$ cat src/rtl/oam_dma_pkg.sv
// Shared types and constants for the sprite-DMA controller and its CPU-cycle timebase.
package oam_dma_pkg;

  typedef enum logic [2:0] {
    StIdle,
    StHalt,
    StAlign,
    StRead,
    StWrite
  } dma_state_type;

  localparam logic [15:0] TriggerAddrDefault = 16'h4014;
  localparam logic [15:0] DestAddrDefault    = 16'h2004;
  localparam int unsigned TicksDefault       = 12;
  localparam int unsigned TickWidth          = 4;

endpackage

$ cat src/rtl/oam_dma_if.sv
// Core-side bus bundle: core outputs and read data in, muxed bus outputs back out.
interface oam_dma_if;
  logic [15:0] I_cpu_addr;
  logic [7:0]  I_cpu_wr_data;
  logic        I_cpu_rdwr;
  logic [7:0]  I_rd_data;
  logic [15:0] O_addr;
  logic [7:0]  O_wr_data;
  logic        O_rdwr;

  modport slave (
    input  I_cpu_addr,
    input  I_cpu_wr_data,
    input  I_cpu_rdwr,
    input  I_rd_data,
    output O_addr,
    output O_wr_data,
    output O_rdwr
  );

  modport master (
    output I_cpu_addr,
    output I_cpu_wr_data,
    output I_cpu_rdwr,
    output I_rd_data,
    input  O_addr,
    input  O_wr_data,
    input  O_rdwr
  );
endinterface

$ cat src/rtl/cpu_timebase.sv
// Free-running CPU-cycle timebase: master-tick counter, phase-2, cycle strobe and get/put parity.
module cpu_timebase
  import oam_dma_pkg::*;
#(
  parameter int unsigned P_TICKS = TicksDefault
) (
  input  logic I_clock,
  input  logic I_reset,
  output logic O_cyc,
  output logic O_phy2,
  output logic O_parity
);

  localparam logic [TickWidth-1:0] TickLast = TickWidth'(P_TICKS - 1);
  localparam logic [TickWidth-1:0] TickHalf = TickWidth'(P_TICKS / 2);

  logic [TickWidth-1:0] tick_q, tick_d;
  logic                 parity_q, parity_d;

  assign O_cyc    = (tick_q == '0);
  assign O_phy2   = (tick_q >= TickHalf);
  assign O_parity = parity_q;

  always_comb begin
    tick_d   = (tick_q == TickLast) ? '0 : tick_q + TickWidth'(1);
    parity_d = O_cyc ? ~parity_q : parity_q;
  end

  always_ff @(posedge I_clock or negedge I_reset) begin
    if (!I_reset) begin
      tick_q   <= '0;
      parity_q <= 1'b0;
    end else begin
      tick_q   <= tick_d;
      parity_q <= parity_d;
    end
  end

endmodule

$ cat src/rtl/oam_dma.sv
// Sprite-DMA controller: snoops the trigger write, stalls the core and copies one page
// to the sprite data port with get/put-aligned read/write cycles.
module oam_dma
  import oam_dma_pkg::*;
#(
  parameter logic [15:0] P_TRIGGER_ADDR = TriggerAddrDefault,
  parameter logic [15:0] P_DEST_ADDR    = DestAddrDefault,
  parameter int unsigned P_TICKS        = TicksDefault
) (
  input  logic       I_clock,
  input  logic       I_reset,
  oam_dma_if.slave   bus,
  output logic       O_ready,
  output logic       O_phy2,
  output logic       O_busy
);

  logic cyc;
  logic parity;

  cpu_timebase #(
    .P_TICKS (P_TICKS)
  ) u_timebase (
    .I_clock  (I_clock),
    .I_reset  (I_reset),
    .O_cyc    (cyc),
    .O_phy2   (O_phy2),
    .O_parity (parity)
  );

  dma_state_type state_q, state_d;
  logic [7:0]    page_q, page_d;
  logic [7:0]    cnt_q, cnt_d;
  logic [7:0]    buf_q, buf_d;
  logic          ready_q;

  always_comb begin
    state_d = state_q;
    page_d  = page_q;
    cnt_d   = cnt_q;
    buf_d   = buf_q;
    unique case (state_q)
      StIdle: begin
        if (bus.I_cpu_addr == P_TRIGGER_ADDR && !bus.I_cpu_rdwr) begin
          page_d  = bus.I_cpu_wr_data;
          cnt_d   = 8'd0;
          state_d = StHalt;
        end
      end
      // Reads must land on get cycles; burn one extra cycle if the next one is a put.
      StHalt:  state_d = parity ? StRead : StAlign;
      StAlign: state_d = StRead;
      StRead: begin
        buf_d   = bus.I_rd_data;
        state_d = StWrite;
      end
      StWrite: begin
        if (cnt_q == 8'hFF) begin
          state_d = StIdle;
        end else begin
          cnt_d   = cnt_q + 8'd1;
          state_d = StRead;
        end
      end
      default: state_d = StIdle;
    endcase
  end

  always_ff @(posedge I_clock or negedge I_reset) begin
    if (!I_reset) begin
      state_q <= StIdle;
      page_q  <= 8'd0;
      cnt_q   <= 8'd0;
      buf_q   <= 8'd0;
      ready_q <= 1'b1;
    end else if (cyc) begin
      state_q <= state_d;
      page_q  <= page_d;
      cnt_q   <= cnt_d;
      buf_q   <= buf_d;
      ready_q <= (state_d == StIdle);
    end
  end

  always_comb begin
    bus.O_addr    = bus.I_cpu_addr;
    bus.O_wr_data = bus.I_cpu_wr_data;
    bus.O_rdwr    = bus.I_cpu_rdwr;
    unique case (state_q)
      StIdle: ;
      // Dummy read: a stalled core's pending write must not reach the bus.
      StHalt, StAlign: bus.O_rdwr = 1'b1;
      StRead: begin
        bus.O_addr = {page_q, cnt_q};
        bus.O_rdwr = 1'b1;
      end
      StWrite: begin
        bus.O_addr    = P_DEST_ADDR;
        bus.O_wr_data = buf_q;
        bus.O_rdwr    = 1'b0;
      end
      default: ;
    endcase
  end

  assign O_ready = ready_q;
  assign O_busy  = ~ready_q;

endmodule

$ cat src/flat_wrapper.sv
// flat-port wrapper written by rule: the top's interface ports become plain ports
module oam_dma_flat import oam_dma_pkg::*;
#(
  parameter logic [15:0] P_TRIGGER_ADDR = TriggerAddrDefault,
  parameter logic [15:0] P_DEST_ADDR    = DestAddrDefault,
  parameter int unsigned P_TICKS        = TicksDefault
)
  (I_clock, I_reset, O_ready, O_phy2, O_busy, bus_I_cpu_addr, bus_I_cpu_wr_data, bus_I_cpu_rdwr, bus_I_rd_data, bus_O_addr, bus_O_wr_data, bus_O_rdwr);
  oam_dma_if bus_i ();
  input  logic I_clock;
  input  logic I_reset;
  output logic O_ready;
  output logic O_phy2;
  output logic O_busy;
  input wire logic [$bits(bus_i.I_cpu_addr)-1:0] bus_I_cpu_addr;
  input wire logic [$bits(bus_i.I_cpu_wr_data)-1:0] bus_I_cpu_wr_data;
  input wire logic [$bits(bus_i.I_cpu_rdwr)-1:0] bus_I_cpu_rdwr;
  input wire logic [$bits(bus_i.I_rd_data)-1:0] bus_I_rd_data;
  output wire logic [$bits(bus_i.O_addr)-1:0] bus_O_addr;
  output wire logic [$bits(bus_i.O_wr_data)-1:0] bus_O_wr_data;
  output wire logic [$bits(bus_i.O_rdwr)-1:0] bus_O_rdwr;
  assign bus_i.I_cpu_addr = bus_I_cpu_addr;
  assign bus_i.I_cpu_wr_data = bus_I_cpu_wr_data;
  assign bus_i.I_cpu_rdwr = bus_I_cpu_rdwr;
  assign bus_i.I_rd_data = bus_I_rd_data;
  assign bus_O_addr = bus_i.O_addr;
  assign bus_O_wr_data = bus_i.O_wr_data;
  assign bus_O_rdwr = bus_i.O_rdwr;
  oam_dma #(.P_TRIGGER_ADDR(P_TRIGGER_ADDR), .P_DEST_ADDR(P_DEST_ADDR), .P_TICKS(P_TICKS)) u_core (.I_clock(I_clock), .I_reset(I_reset), .bus(bus_i), .O_ready(O_ready), .O_phy2(O_phy2), .O_busy(O_busy));
endmodule
$ cat config.mk
export PLATFORM = sky130hd
export DESIGN_NAME = oam_dma_flat
export DESIGN_NICKNAME = d
export VERILOG_FILES = /design/src/rtl/oam_dma_pkg.sv /design/src/rtl/oam_dma_if.sv /design/src/rtl/cpu_timebase.sv /design/src/rtl/oam_dma.sv /design/src/flat_wrapper.sv
export SDC_FILE = /design/constraint.sdc
export NUM_CORES = 1
export LEC_CHECK = 0
export BUFFER_PORTS_ARGS = -buffer_cell sky130_fd_sc_hd__buf_2
export CAP_MARGIN = 5
export CORE_UTILIZATION = 50
export DETAILED_ROUTE_END_ITERATION = 12
export PLACE_DENSITY = 0.8
export SLEW_MARGIN = 20
export SYNTH_ARGS = -nofsm -noshare
export SYNTH_HDL_FRONTEND = slang
export SYNTH_SLANG_ARGS = --single-unit
$ cat constraint.sdc
create_clock -name I_clock -period 2.63 [get_ports I_clock]
set_input_delay 0 -clock I_clock [delete_from_list [all_inputs] [get_ports I_clock]]
set_output_delay 0 -clock I_clock [all_outputs]
set_load 0.01 [all_outputs]
# Word level (Yosys, flattened, before mapping)
# Cells that the tools add are included.
[totals]
register_bits = 33
input_bits = 35
out_inout_bits = 28
elab_cells = 42
[classes]
n_addsub = 2
magnitude_cmp = 1
eq_ne = 9
mux = 11
bitwise = 2
reduce_logical = 10
[ops]
columns = ["operator", "count"]
rows = [
  ["$pmux W16 S2", 1],
  ["$mux W8", 3],
  ["$eq A16 B15 Y1 const B", 1],
  ["$pmux W8 S2", 1],
  ["$pmux W3 S5", 1],
  ["$add A8 B1 Y8 const B", 1],
  ["$eq A8 B8 Y1 const B", 1],
  ["$eq A3 B2 Y1 const B", 2],
  ["$logic_not A3 Y1", 2],
  ["$add A4 B1 Y4 const B", 1],
  ["$eq A4 B4 Y1 const B", 1],
  ["$ge A4 B3 Y1 const B", 1],
  ["$logic_not A4 Y1", 1],
  ["$mux W4", 1],
  ["$reduce_and A4 Y1", 1],
  ["$eq A3 B1 Y1 const B", 1],
  ["$eq A3 B3 Y1 const B", 1],
  ["$mux W3", 1],
  ["$reduce_and A3 Y1", 1],
  ["$reduce_or A3 Y1", 1],
  ["$mux W2", 1],
  ["$ne A2 B1 Y1 const B", 1],
  ["$ne A2 B2 Y1 const B", 1],
  ["$not A1 Y1", 2],
  ["other kinds (6)", 6],
]

# Longest topological paths before layout
[depth]
word_depth = 5
mapped_depth = 7
ltp_nobuf = 7

# Cells and area by module
# Synthesis repeated with hierarchy kept, for this count alone.
[hier_totals]
hier_cells = 195
hier_area_um2 = 1939.4
[modules_own_cells]
columns = ["mod", "instances", "cells_each", "area_per_inst_um2", "seq_area_each_um2"]
rows = [
  ["oam_dma", 1, 172, 1679.1, 701.9],
  ["cpu_timebase", 1, 23, 260.2, 125.1],
]

# Least setup slack after synthesis
# OpenSTA, ideal clock, no wires.
[synth_path]
path_type = "register -> register"
from = "register u_core.u_timebase.tick_q[0]"
to = "register u_core.cnt_q[7]"
setup_ps = 124
arrival_ps = 1808
required_ps = 2506
slack_ps = 698
stages_incl_launch_ff = 7
path_cell_list = "dfrtp_1 > inv_1 > ha_1 > nor3b_2 > o211ai_1 > or2_1 > a211o_1"
[synth_between]
elab_chain_cells = 2
[synth_lines]
columns = ["item", "line_no", "source"]
rows = [
  ["from (decl)", "cpu_timebase.sv:17", "logic [TickWidth-1:0] tick_q, tick_d;"],
  ["from (signal assigned)", "cpu_timebase.sv:34", "tick_q <= tick_d;"],
  ["$logic_not A4 Y1", "cpu_timebase.sv:20", "assign O_cyc = (tick_q == '0);"],
  ["$reduce_and A4 Y1 (no line)", "n/a", ""],
  ["to (signal assigned)", "oam_dma.sv:79", "cnt_q <= cnt_d;"],
  ["to (decl)", "oam_dma.sv:33", "logic [7:0] cnt_q, cnt_d;"],
]
# Every way passes these cells.
# A chain may end at the register's enable or synchronous reset.

# Worst setup path after layout
[layout_path]
from = "register u_core.state_q[2]"
to = "output bus_O_addr[15]"
[layout_between]
elab_chain_cells = 2
[layout_lines]
columns = ["item", "line_no", "source"]
rows = [
  ["from (decl)", "oam_dma.sv:31", "dma_state_type state_q, state_d;"],
  ["from (signal assigned)", "oam_dma.sv:71", "state_q <= StIdle;"],
  ["from (signal assigned)", "oam_dma.sv:77", "state_q <= state_d;"],
  ["$eq A3 B3 Y1 / $eq A3 B2 Y1 (equally long branches)", "oam_dma.sv:89", "unique case (state_q)"],
  ["$pmux W16 S2 *", "oam_dma.sv:89", ""],
  ["to (decl)", "flat_wrapper.sv:19", "output wire logic [$bits(bus_i.O_addr)-1:0] bus_O_addr;"],
]
# Mark *: on every way between the ends. The rest lies on a longest branch, timed or not.

==> summary.md <==
| Metric | Value |
|---|---|
| Area Overhead vs Synth | `35.07%` |
| Gpl congestion | `about 0.82` |
| # fillers | `232` |
| Post-synthesis compound-gate area fraction | `0.1905` |
| Clock share of power | `0.384` |
| Largest net degree at the start of global routing | `34` |
| Clock Path Buffers | `2` |
| GR Util All Layers | `0.2807` |
| Tightest Pin Transition | `827.4 ps` |
| Initial antenna violation count | `0` |
| Setup Skew | `7.807 ps` |
| Synth Warn # | `0` |
| Via Count | `about 1800` |
| Crit path max fanout | `14` |
| Post-Route WL | `5.198 mm` |
| Power density over the cells | `between 500 and 600 mW/mm²` |
| Placed cells | `292` |
| CTS tree | `yes` |
| Die footprint | `0.003951 mm²` |
| Seq/Total Area, Yosys | `0.4466` |
| Die height | `62.86 µm` |
| Row count | `21` |
| Status | `complete, no violations` |
| Tcrit/Tclk final | `0.8690` |
| Vias in the first global route | `1708` |
| ANT cells | `0` |
| Fraction of synthesized area in multiplexers | `0.09730` |
| Die width | `62.86 µm` |
| Vias per inst | `5.738` |
| Synth Area in XOR/XNOR | `0.009459` |
| Initial core utilization | `0.5380` |
| Post-Synth Simple-Gate Area | `0.2068` |
| Crit path time final | `2285 ps` |
| Leak | `0.001242 µW` |
| Register area | `between 800 and 900 µm²` |
| IO Count | `63` |
| Crit Path Class | `reg -> out` |
| Synth Flop Type | `dfrtp_1` |
| Finished Layout Cells | `317` |
| Nets | `309` |
| Worst Path Arrival | `around 2300 ps` |
| Core box area | `about 0.0034 mm²` |
| Max-cap violations | `0` |
| Multi-input logic area | `around 990 µm²` |
| Largest family of logic cells by synthesized area | `simple AND/OR/NAND/NOR gates` |
| Routed Antenna Nets | `0` |
| Total negative slack | `0 ps` |
| Maximum clock frequency | `around 440 MHz` |
| HPWL after DPL | `3.265 mm` |
| Net Sw Frac | `0.2577` |
| Syn Inst Count | `about 190` |
| Synthesized net count | `approximately 230` |
| IO buf count | `62` |
| Asr flop ratio synth | `1.000` |
| Initial DRC Count | `~210` |
| Final Max Tran Viols | `0` |
| Setup-failing EPs final | `0` |
| Syn avg cell area | `9.850 µm²` |
| Drt wl/cell | `about 16 µm` |
| Num CTS Buffers | `5` |
| Adder-Cell Fraction of Synth Area | `0.02703` |
| CTS Sinks | `33` |
| Remaining Overflow, GRT | `0` |
| Post-Syn Area | `0.001852 mm²` |
| H-tree depth | `2` |
| First-pass GRT wire length | `8.424 mm` |
| Clk slew on worst S/H paths | `roughly 70 ps` |
| Int Pwr | `940.2 µW` |
| Clk Tree Root Cell | `clkbuf_8` |
| Combinational power share | `0.194` |
| Switching Power | `326.4 µW` |
| Fraction of final layout cells sized beyond drive strength 1 | `0.3579` |
| RSZ-0062 raised after global routing | `false` |
| Post-synth EDFFs | `0` |
| Sequential power share | `0.422` |
| Peak supply drop | `0.2976 mV` |
| #FFs+latches synth | `33` |
| Worst EP required | `between 2000 and 3000 ps` |
| Final Hold Viols | `0` |
| Worst rel slew slack | `0.4464` |
| Worst setup SP type | `register` |
| Clock Latency Late Sink | `280 ps` |
| Crit. End Element | `output pin` |
| Min-Delay Path Class | `in -> async` |
| Post-route DRC | `0` |
| TritonRoute pass-1 iters | `5` |
| Distinct cells, synth | `40` |
## path summary, 6_finish.rpt
| kind | slack, ps | cells past startpoint | endpoint | startpoint |
|---|---|---|---|---|
| worst min register to register | 480 | 1 | u_core.u_timebase.O_parity | u_core.u_timebase.O_parity |
| worst min-delay path | 310 | 2 | u_core.cnt_q[1] | I_reset |
| max in group asynchronous | 1840 | 2 | u_core.cnt_q[5] | I_reset |
| worst max register to register | 560 | 3 | u_core.buf_q[6] | u_core.state_q[2] |
| min in group I_clock | 320 | 3 | bus_O_addr[1] | bus_I_cpu_addr[1] |
| worst max-delay path | 340 | 5 | bus_O_addr[15] | u_core.state_q[2] |
## cell families after synthesis
family / after synthesis
buffers and inverters: 11
XOR/XNOR: 2
AND/OR/NAND/NOR: 75
AO/OA/AOI/OAI: 47
flip-flops: 33
adder cells (fa/ha/maj): 4
multiplexers: 16
## sequential cells by signal (all words and copies together) (netlist names)
register and cells:
u_core.O_ready 1, u_core.buf_q 8, u_core.cnt_q 8, u_core.page_q 8, u_core.state_q 3, u_core.u_timebase.O_parity 1
u_core.u_timebase.tick_q 4
## power groups by stage
stage | logic, µW | registers, µW | clock network (µW)
after floorplan | 119 | 538 | 0
after global placement | 215 | 542 | 0
after detailed placement | 218 | 542 | 0
after CTS | 238 | 533 | 492
after global routing | 268 | 537 | 520
final | 245 | 535 | 486
## through the flow
stage               cell area, µm²  setup WS, ps  hold slack, ps  power (µW)    util
floorplan                     1852         698.5          -295.6       657.8       -
global placement              2212         391.3           88.09       757.4  0.6427
detailed placement            2212         279.5           95.52       760.0  0.6427
CTS                           2499         107.6           279.6        1263  0.7259
global route                  2501         148.5           327.6        1324  0.7266
finish                        2501         344.5           312.3        1267  0.7266
## synth_stat cells, drive strengths merged (3+ instances only)
| library cell | n | area share |
|---|---|---|
| clkbuf | 6 | 0.012 |
| nand2 | 39 | 0.079 |
| a31oi | 3 | 0.010 |
| nor3b | 3 | 0.018 |
| mux2 | 16 | 0.097 |
| nor2 | 8 | 0.016 |
| and3 | 3 | 0.010 |
| a22o | 15 | 0.072 |
| dfrtp | 32 | 0.43 |
| ha | 4 | 0.027 |
| or2 | 3 | 0.010 |
| o31ai | 5 | 0.020 |
| o21ai | 8 | 0.022 |
| a21oi | 3 | 0.0081 |
| inv | 5 | 0.010 |
| nor4 | 3 | 0.018 |
| nand3 | 5 | 0.014 |
| nor3 | 3 | 0.0081 |
## area by class of cell
| class | instances | share of cell area |
|---|---|---|
| multi-input cells | 144 | 0.3942 |
| flip-flops and latches | 33 | 0.3307 |
| repair buffers | 81 | 0.1981 |
| clock buffers | 7 | 0.03452 |
| well taps | 46 | 0.02301 |
| clock inverters | 1 | 0.01201 |
| inverters | 5 | 0.007504 |
## routing by layer
metal / GRT usage / vias to the layer above / part of all wire
li1: - / 854 / -
met3: 0.05292 / 13 / 0.065
met1: 0.3608 / 860 / 0.41
met2: 0.4701 / 92 / 0.50
met4: 0.09884 / 0 / 0.020
met5: 0 / - / 0
## timing repair
item,CTS,global route
endpoints found under the hold margin,48,0
endpoints found under the setup margin,0,22
setup buffers,0,0
resized for setup,0,1
hold buffers,17,0
## critical path, stage by stage (launching register included)
cell and delay, ps:
dfrtp_1 540, nor3b_1 230, buf_4 200, nor2_1 640
a22o_1 260, buf_2 140
## placed cells by master (no fill, tap or decap), types with 3 or more instances in the layout
master	synthesis	routed
a21oi_1	3	3
a22o_1	14	14
a31oi_1	3	3
and3_1	3	3
buf_2	0	62
clkbuf_8	0	6
dfrtp_1	32	32
dlygate4sd3_1	0	17
ha_1	4	4
inv_1	5	5
mux2_2	16	16
nand2_1	39	39
nand3_1	5	5
nor2_1	8	7
nor3_1	3	3
o21ai_0	8	8
o31ai_1	5	5
(Power assumes the default switching activity.)
